[src/rtl/isa_pkg.sv]
// ISA opcode map, instruction formats and field positions shared by the
// control decoder and the instruction encode/loader.
package isa_pkg;

    localparam logic [5:0] OP_J    = 6'd1;
    localparam logic [5:0] OP_MOV  = 6'd16;
    localparam logic [5:0] OP_NOT  = 6'd17;
    localparam logic [5:0] OP_ADD  = 6'd18;
    localparam logic [5:0] OP_SUB  = 6'd19;
    localparam logic [5:0] OP_AND  = 6'd20;
    localparam logic [5:0] OP_OR   = 6'd21;
    localparam logic [5:0] OP_XOR  = 6'd23;
    localparam logic [5:0] OP_BEQ  = 6'd32;
    localparam logic [5:0] OP_BNE  = 6'd33;
    localparam logic [5:0] OP_ADDI = 6'd50;
    localparam logic [5:0] OP_SUBI = 6'd51;
    localparam logic [5:0] OP_ANDI = 6'd52;
    localparam logic [5:0] OP_ORI  = 6'd53;
    localparam logic [5:0] OP_XORI = 6'd55;
    localparam logic [5:0] OP_LI   = 6'd57;
    localparam logic [5:0] OP_LWI  = 6'd59;
    localparam logic [5:0] OP_SWI  = 6'd60;

    typedef enum logic [2:0] {
        FMT_J,
        FMT_R,
        FMT_BR,
        FMT_I,
        FMT_ILLEGAL
    } fmt_e;

    localparam int OP_HI  = 31;
    localparam int OP_LO  = 26;
    localparam int FA_HI  = 25;
    localparam int FA_LO  = 21;
    localparam int FB_HI  = 20;
    localparam int FB_LO  = 16;
    localparam int FC_HI  = 15;
    localparam int FC_LO  = 11;
    localparam int IMM_HI = 15;
    localparam int IMM_LO = 0;
    localparam int TGT_HI = 25;
    localparam int TGT_LO = 0;

    function automatic fmt_e op_fmt(input logic [5:0] op);
        fmt_e f;
        case (op)
            OP_J:    f = FMT_J;
            OP_MOV, OP_NOT, OP_ADD, OP_SUB,
            OP_AND, OP_OR, OP_XOR:
                     f = FMT_R;
            OP_BEQ, OP_BNE:
                     f = FMT_BR;
            OP_ADDI, OP_SUBI, OP_ANDI, OP_ORI,
            OP_XORI, OP_LI, OP_LWI, OP_SWI:
                     f = FMT_I;
            default: f = FMT_ILLEGAL;
        endcase
        return f;
    endfunction

endpackage

[src/rtl/instr_field_encoder.sv]
// Combinational field-bundle to instruction-word encoder.
// Fields a format does not use are left out of the word.
module instr_field_encoder
    import isa_pkg::*;
(
    input  logic [5:0]  op,
    input  logic [4:0]  rd,
    input  logic [4:0]  rs,
    input  logic [4:0]  rt,
    input  logic [15:0] imm,
    input  logic [25:0] target,
    output logic [31:0] word,
    output logic        legal
);

    always_comb begin
        word  = '0;
        legal = 1'b1;
        word[OP_HI:OP_LO] = op;
        unique case (op_fmt(op))
            FMT_J: begin
                word[TGT_HI:TGT_LO] = target;
            end
            FMT_R: begin
                word[FA_HI:FA_LO] = rd;
                word[FB_HI:FB_LO] = rs;
                word[FC_HI:FC_LO] = rt;
            end
            FMT_BR: begin
                word[FA_HI:FA_LO]   = rs;
                word[FB_HI:FB_LO]   = rt;
                word[IMM_HI:IMM_LO] = imm;
            end
            FMT_I: begin
                word[FA_HI:FA_LO]   = rd;
                word[FB_HI:FB_LO]   = rs;
                word[IMM_HI:IMM_LO] = imm;
            end
            default: begin
                word  = '0;
                legal = 1'b0;
            end
        endcase
    end

endmodule

[src/rtl/instr_encode_loader.sv]
// Encodes field bundles and writes them sequentially into IMem.
// Optional running XOR checksum output: INSTR_LOADER_CHECKSUM_EN.
module instr_encode_loader
    import isa_pkg::*;
#(
    parameter int ADDR_W    = 8,
    parameter int BASE_ADDR = 0
) (
    input  logic              clk,
    input  logic              reset,
    input  logic              start,
    input  logic              op_valid,
    output logic              op_ready,
    input  logic [5:0]        op_code,
    input  logic [4:0]        op_rd,
    input  logic [4:0]        op_rs,
    input  logic [4:0]        op_rt,
    input  logic [15:0]       op_imm,
    input  logic [25:0]       op_target,
    input  logic              op_last,
    output logic              mem_we,
    output logic [ADDR_W-1:0] mem_addr,
    output logic [31:0]       mem_wdata,
    output logic              done,
    output logic              full,
    output logic              err,
    output logic              err_sticky,
`ifdef INSTR_LOADER_CHECKSUM_EN
    output logic [31:0]       checksum,
`endif
    output logic [ADDR_W:0]   count
);

    typedef enum logic [2:0] {
        S_IDLE,
        S_CHECK,
        S_WRITE,
        S_DONE,
        S_FULL
    } state_t;

    localparam logic [ADDR_W-1:0] BASE = ADDR_W'(BASE_ADDR);
    localparam logic [ADDR_W-1:0] TOP  = '1;

    state_t             state;
    logic [ADDR_W-1:0]  wr_ptr;
    logic [5:0]         c_code;
    logic [4:0]         c_rd;
    logic [4:0]         c_rs;
    logic [4:0]         c_rt;
    logic [15:0]        c_imm;
    logic [25:0]        c_tgt;
    logic               c_last;
    logic [31:0]        enc_word;
    logic               enc_legal;

    instr_field_encoder u_enc (
        .op     (c_code),
        .rd     (c_rd),
        .rs     (c_rs),
        .rt     (c_rt),
        .imm    (c_imm),
        .target (c_tgt),
        .word   (enc_word),
        .legal  (enc_legal)
    );

    always_ff @(posedge clk) begin
        if (reset) begin
            state      <= S_IDLE;
            wr_ptr     <= BASE;
            count      <= '0;
            mem_we     <= 1'b0;
            mem_addr   <= BASE;
            mem_wdata  <= '0;
            done       <= 1'b0;
            full       <= 1'b0;
            err        <= 1'b0;
            err_sticky <= 1'b0;
            op_ready   <= 1'b0;
            c_code     <= '0;
            c_rd       <= '0;
            c_rs       <= '0;
            c_rt       <= '0;
            c_imm      <= '0;
            c_tgt      <= '0;
            c_last     <= 1'b0;
        end else if (start) begin
            state      <= S_IDLE;
            wr_ptr     <= BASE;
            count      <= '0;
            mem_we     <= 1'b0;
            done       <= 1'b0;
            full       <= 1'b0;
            err        <= 1'b0;
            err_sticky <= 1'b0;
            op_ready   <= 1'b1;
        end else begin
            err    <= 1'b0;
            mem_we <= 1'b0;
            unique case (state)
                S_IDLE: begin
                    if (op_valid && op_ready) begin
                        c_code   <= op_code;
                        c_rd     <= op_rd;
                        c_rs     <= op_rs;
                        c_rt     <= op_rt;
                        c_imm    <= op_imm;
                        c_tgt    <= op_target;
                        c_last   <= op_last;
                        op_ready <= 1'b0;
                        state    <= S_CHECK;
                    end else begin
                        op_ready <= 1'b1;
                    end
                end
                S_CHECK: begin
                    if (enc_legal) begin
                        mem_we    <= 1'b1;
                        mem_addr  <= wr_ptr;
                        mem_wdata <= enc_word;
                        state     <= S_WRITE;
                    end else begin
                        err        <= 1'b1;
                        err_sticky <= 1'b1;
                        op_ready   <= 1'b1;
                        state      <= S_IDLE;
                    end
                end
                S_WRITE: begin
                    wr_ptr <= wr_ptr + ADDR_W'(1);
                    count  <= count + (ADDR_W+1)'(1);
                    if (wr_ptr == TOP)
                        full <= 1'b1;
                    // A final bundle landing in the top slot ends in DONE
                    if (c_last) begin
                        done  <= 1'b1;
                        state <= S_DONE;
                    end else if (wr_ptr == TOP) begin
                        state <= S_FULL;
                    end else begin
                        op_ready <= 1'b1;
                        state    <= S_IDLE;
                    end
                end
                S_DONE, S_FULL: begin
                    op_ready <= 1'b0;
                end
                default: begin
                    state <= S_IDLE;
                end
            endcase
        end
    end

`ifdef INSTR_LOADER_CHECKSUM_EN
    always_ff @(posedge clk) begin
        if (reset || start)
            checksum <= '0;
        else if (mem_we)
            checksum <= checksum ^ mem_wdata;
    end
`endif

endmodule

[config.mk]
export PLATFORM = sky130hd
export DESIGN_NAME = instr_encode_loader
export DESIGN_NICKNAME = d
export VERILOG_FILES = /design/src/rtl/isa_pkg.sv /design/src/rtl/instr_field_encoder.sv /design/src/rtl/instr_encode_loader.sv
export SDC_FILE = /design/constraint.sdc
export NUM_CORES = 1
export LEC_CHECK = 0
export ABC_AREA = 1
export BUFFER_PORTS_ARGS = -buffer_cell sky130_fd_sc_hd__buf_2
export CAP_MARGIN = 20
export CORE_MARGIN = 3
export CORE_UTILIZATION = 40
export DETAILED_ROUTE_END_ITERATION = 12
export HOLD_SLACK_MARGIN = 0.02
export PLACE_DENSITY_LB_ADDON = 0.2
export SLEW_MARGIN = 0
export SYNTH_ARGS = -nofsm -noshare
export SYNTH_HDL_FRONTEND = slang
export SYNTH_SLANG_ARGS = --single-unit
[constraint.sdc]
create_clock -name clk -period 1.7 [get_ports clk]
set_input_delay 0.34 -clock clk [delete_from_list [all_inputs] [get_ports clk]]
set_output_delay 0.34 -clock clk [all_outputs]
set_load 0.02 [all_outputs]
==> results.toml <==
[die]
die_w_um = 121
die-area_um2 = 14600
rows = 41
core_um2 = 12800
start_util_pct = 41.4
ios = 123
chipHeight_um = 121

[cells_and_area]
final_nets = 898
multi_input_area_um2 = 2320
drive_gt1_share_pct = 28.3
final_cell_mix = "dfxtp_1, nor2_1, buf_2"
fillers = 1206
syn_to_final_growth_pct = 33.3
design_area_um2 = 7040
final_common_cell = "dfxtp_1"
regArea_um2 = 2670

[detailed_routing]
wl_met1_um = 7400
drt_iter0_drc = 319
wirelength_um = 15800
vias_per_cell = 5.04
ant_nets = 0
top_layer_used = "met5"
dr_wl_met2_um = 7240
num_vias = 5110
met3_length_um = 955
routedWlPerCell_um = 15.5
drc_errors = 0
first_pass_iters = 4

[grt]
grt_pass1_vias = 4828
grtUsageTotal_pct = 20.0
grt_antenna_before_repair = 2
grt_start_max_net_pins = 55
overflow = 0
grt_pass1_wl_um = 23300

[setup_path]
cp_max_fo = 5
worstPathRequired_ps = 2040
cp_slowest_cell = "dfxtp_1"
critPathMostFrequentCell = "nand2_1"
cp_cell_sequence = "buf_4 > nor2_4 > nand2_2 > nor2_4 > buf_4 > nand2_4 > nand3_4 > nand2_1 > nand2_1 > nand3_2 > nand2_2 > nand2_1 > o21ai_2"
max_stage_delay_ps = 310
startpoint_type = "flop"
worst-setup-path-type = "reg -> reg"
crit_path_end_kind = "flop"
r2r_cells = 13
reg2reg_slack_ps = 80
worstPathArrival_ps = 1960
r2r-start = "state[1]"
crit_path_start = "state[1]"

[timing]
worst_slew_pin_slew_ps = 538
finalHoldViolCount = 0
max_freq_mhz = 619
rsz0062_at_grt = "yes"
fin_crit_sh_pct = 95.0
setup-violations-final = 0
fin_crit_ps = 1620
drv_slew = 0
max-slew-margin-rel_pct = 63.8
fin_skew_ps = 6.00

[logic_synthesis]
syn_inst = 690
synth_top_area_share_pct = 50.4
synth_top_cell_by_area = "dfxtp_1"
ys_ff_latch = 133
synth-seq-area-share_pct = 50.4
synth_simple_gate_area_share_pct = 22.8
yosys-top-cells-area = "dfxtp_1, o21ai_0, nor2_1"
synth_area_um2 = 5290
yosysWarnings = 0
synth_fa_ha_area_share_pct = 0.473
synth-compound-area-share_pct = 18.9
syn_nets = 760
post_synth_xor_area_fraction_pct = 0.166
synth_top_family_by_area = "simple AND/OR/NAND/NOR gates"
synthMuxAreaShare_pct = 0
syn_avg_cell_area_um2 = 7.66
synthDistinctLibCells = 30

[cts]
clk_latency_ps = 410
clkTransAtPathRegs_ps = 60
cts_tree = "done"
cts_hold_buffers = 0
clockBufferDepth = 2
cts_sinks = 133
cts_htree_levels = 4
cts_buffers = 17
cts-root-buf = "clkbuf_16"

[pwr]
ir_drop_uv = 718
report.power.total_mw = 7.41
leakagePower_nw = 3.13
power.density_nw_per_um2 = 1050

[place]
port_buffers = 122
dp_hpwl_um = 9750
gp_congestion = 0.845
placed_area_um2 = 6140

[run_status]
status = "finished, final reports clean"

[job]
maxCapViolations = 0

[hold_path]
hold_path_class = "in -> reg"
power breakdown:
part	total [mW]	internal [mW]	switching, mW
logic	0.553	0.215	0.339
registers	3.28	3.22	0.0556
clock network	3.58	2.26	1.32
total	7.41	5.69	1.71
layout make-up:
type / instances / share of cell area, %
sequential: 133 / 37.8
clock buffer: 22 / 6.73
multi-input combinational: 464 / 33.0
clock inverter: 10 / 1.47
tap: 172 / 3.06
antenna: 1 / 0.0355
timing repair buffer: 157 / 14.9
inverter: 55 / 3.00
how the worst min path moves through the flow:
stage | end | start | cells past startpoint
2_1_floorplan | mem_wdata[26] | c_code[0] | 2
3_3_place_gp | c_tgt[14] | c_tgt[14] | 2
3_5_place_dp | mem_wdata[26] | c_code[0] | 2
4_1_cts | c_rd[4] | op_rd[4] | 3
5_1_grt | c_rd[3] | op_rd[3] | 3
6_report | c_tgt[23] | op_target[23] | 3
through the flow:
step	setup slack (ps)	hold slack, ps	TNS [ps]	cells	util [%]
floorplan	192	430	0	690	-
detailed placement	-158	448	-281	968	48.1
global route	-57.7	141	-87.8	1014	55.1
finish	84.2	153	0	1014	55.1
global placement	-96.1	443	-96.5	968	48.1
CTS	2.86	137	0	1000	52.6
timing repair:
action | 4_1_cts | 5_1_grt
cloned | 0 | 6
endpoints found under the hold margin | 0 | 0
endpoints found under the setup margin | 2 | 59
resized for setup | 1 | 34
pin swaps | 0 | 5
setup buffers | 0 | 7
synthesized netlist by cell type:
cell type,n
dfxtp_1,133
nor2_1,133
o21ai_0,111
nand2_1,89
inv_1,49
a21oi_1,45
buf_2,18
clkbuf_1,18
nand3_1,16
a31oi_1,12
a41oi_1,11
nor3_1,7
inv_2,6
nand3_2,6
nor2_2,6
nand2_2,4
nor2_4,4
o21ai_1,4
nand4_1,3
ha_1,2
nand2_4,2
nand3_4,2
o22ai_1,2
a221oi_1,1
a22oi_1,1
buf_4,1
buf_6,1
nor3b_1,1
nor4_1,1
xor2_1,1
critical path, delay by kind of cell, from the launching register on:
| family | cells | cell delay [ps] |
|---|---|---|
| and+or+nand+nor | 10 | 860 |
| DFF | 1 | 310 |
| buffers and inverters | 2 | 300 |
| AOI/OAI and AO/OA | 1 | 70 |
metal layers:
layer  global-route usage [%]  up-vias
li1                         -     2565
met1                     26.4     2374
met2                     31.1      154
met3                     6.25       15
met4                     6.52        2
met5                        0        -
flip-flops by register name, indices dropped and copies added (netlist names), named ones only:
register / count
mem_wdata: 32
c_tgt: 26
c_imm: 16
count: 9
mem_addr: 8
wr_ptr: 8
c_code: 6
c_rd: 5
c_rs: 5
c_rt: 5
state: 3
c_last: 1
done: 1
err: 1
err_sticky: 1
full: 1
mem_we: 1
op_ready: 1
logic make-up (layout without fill, tap and decap cells):
kind of cell	count (synthesis)	in the layout
simple gates	274	274
compound gates	187	187
flops	133	133
buf+inv	93	244
fa+ha+maj	2	2
xor+xnor	1	1
other cells	0	1
(Power assumes the default switching activity.)
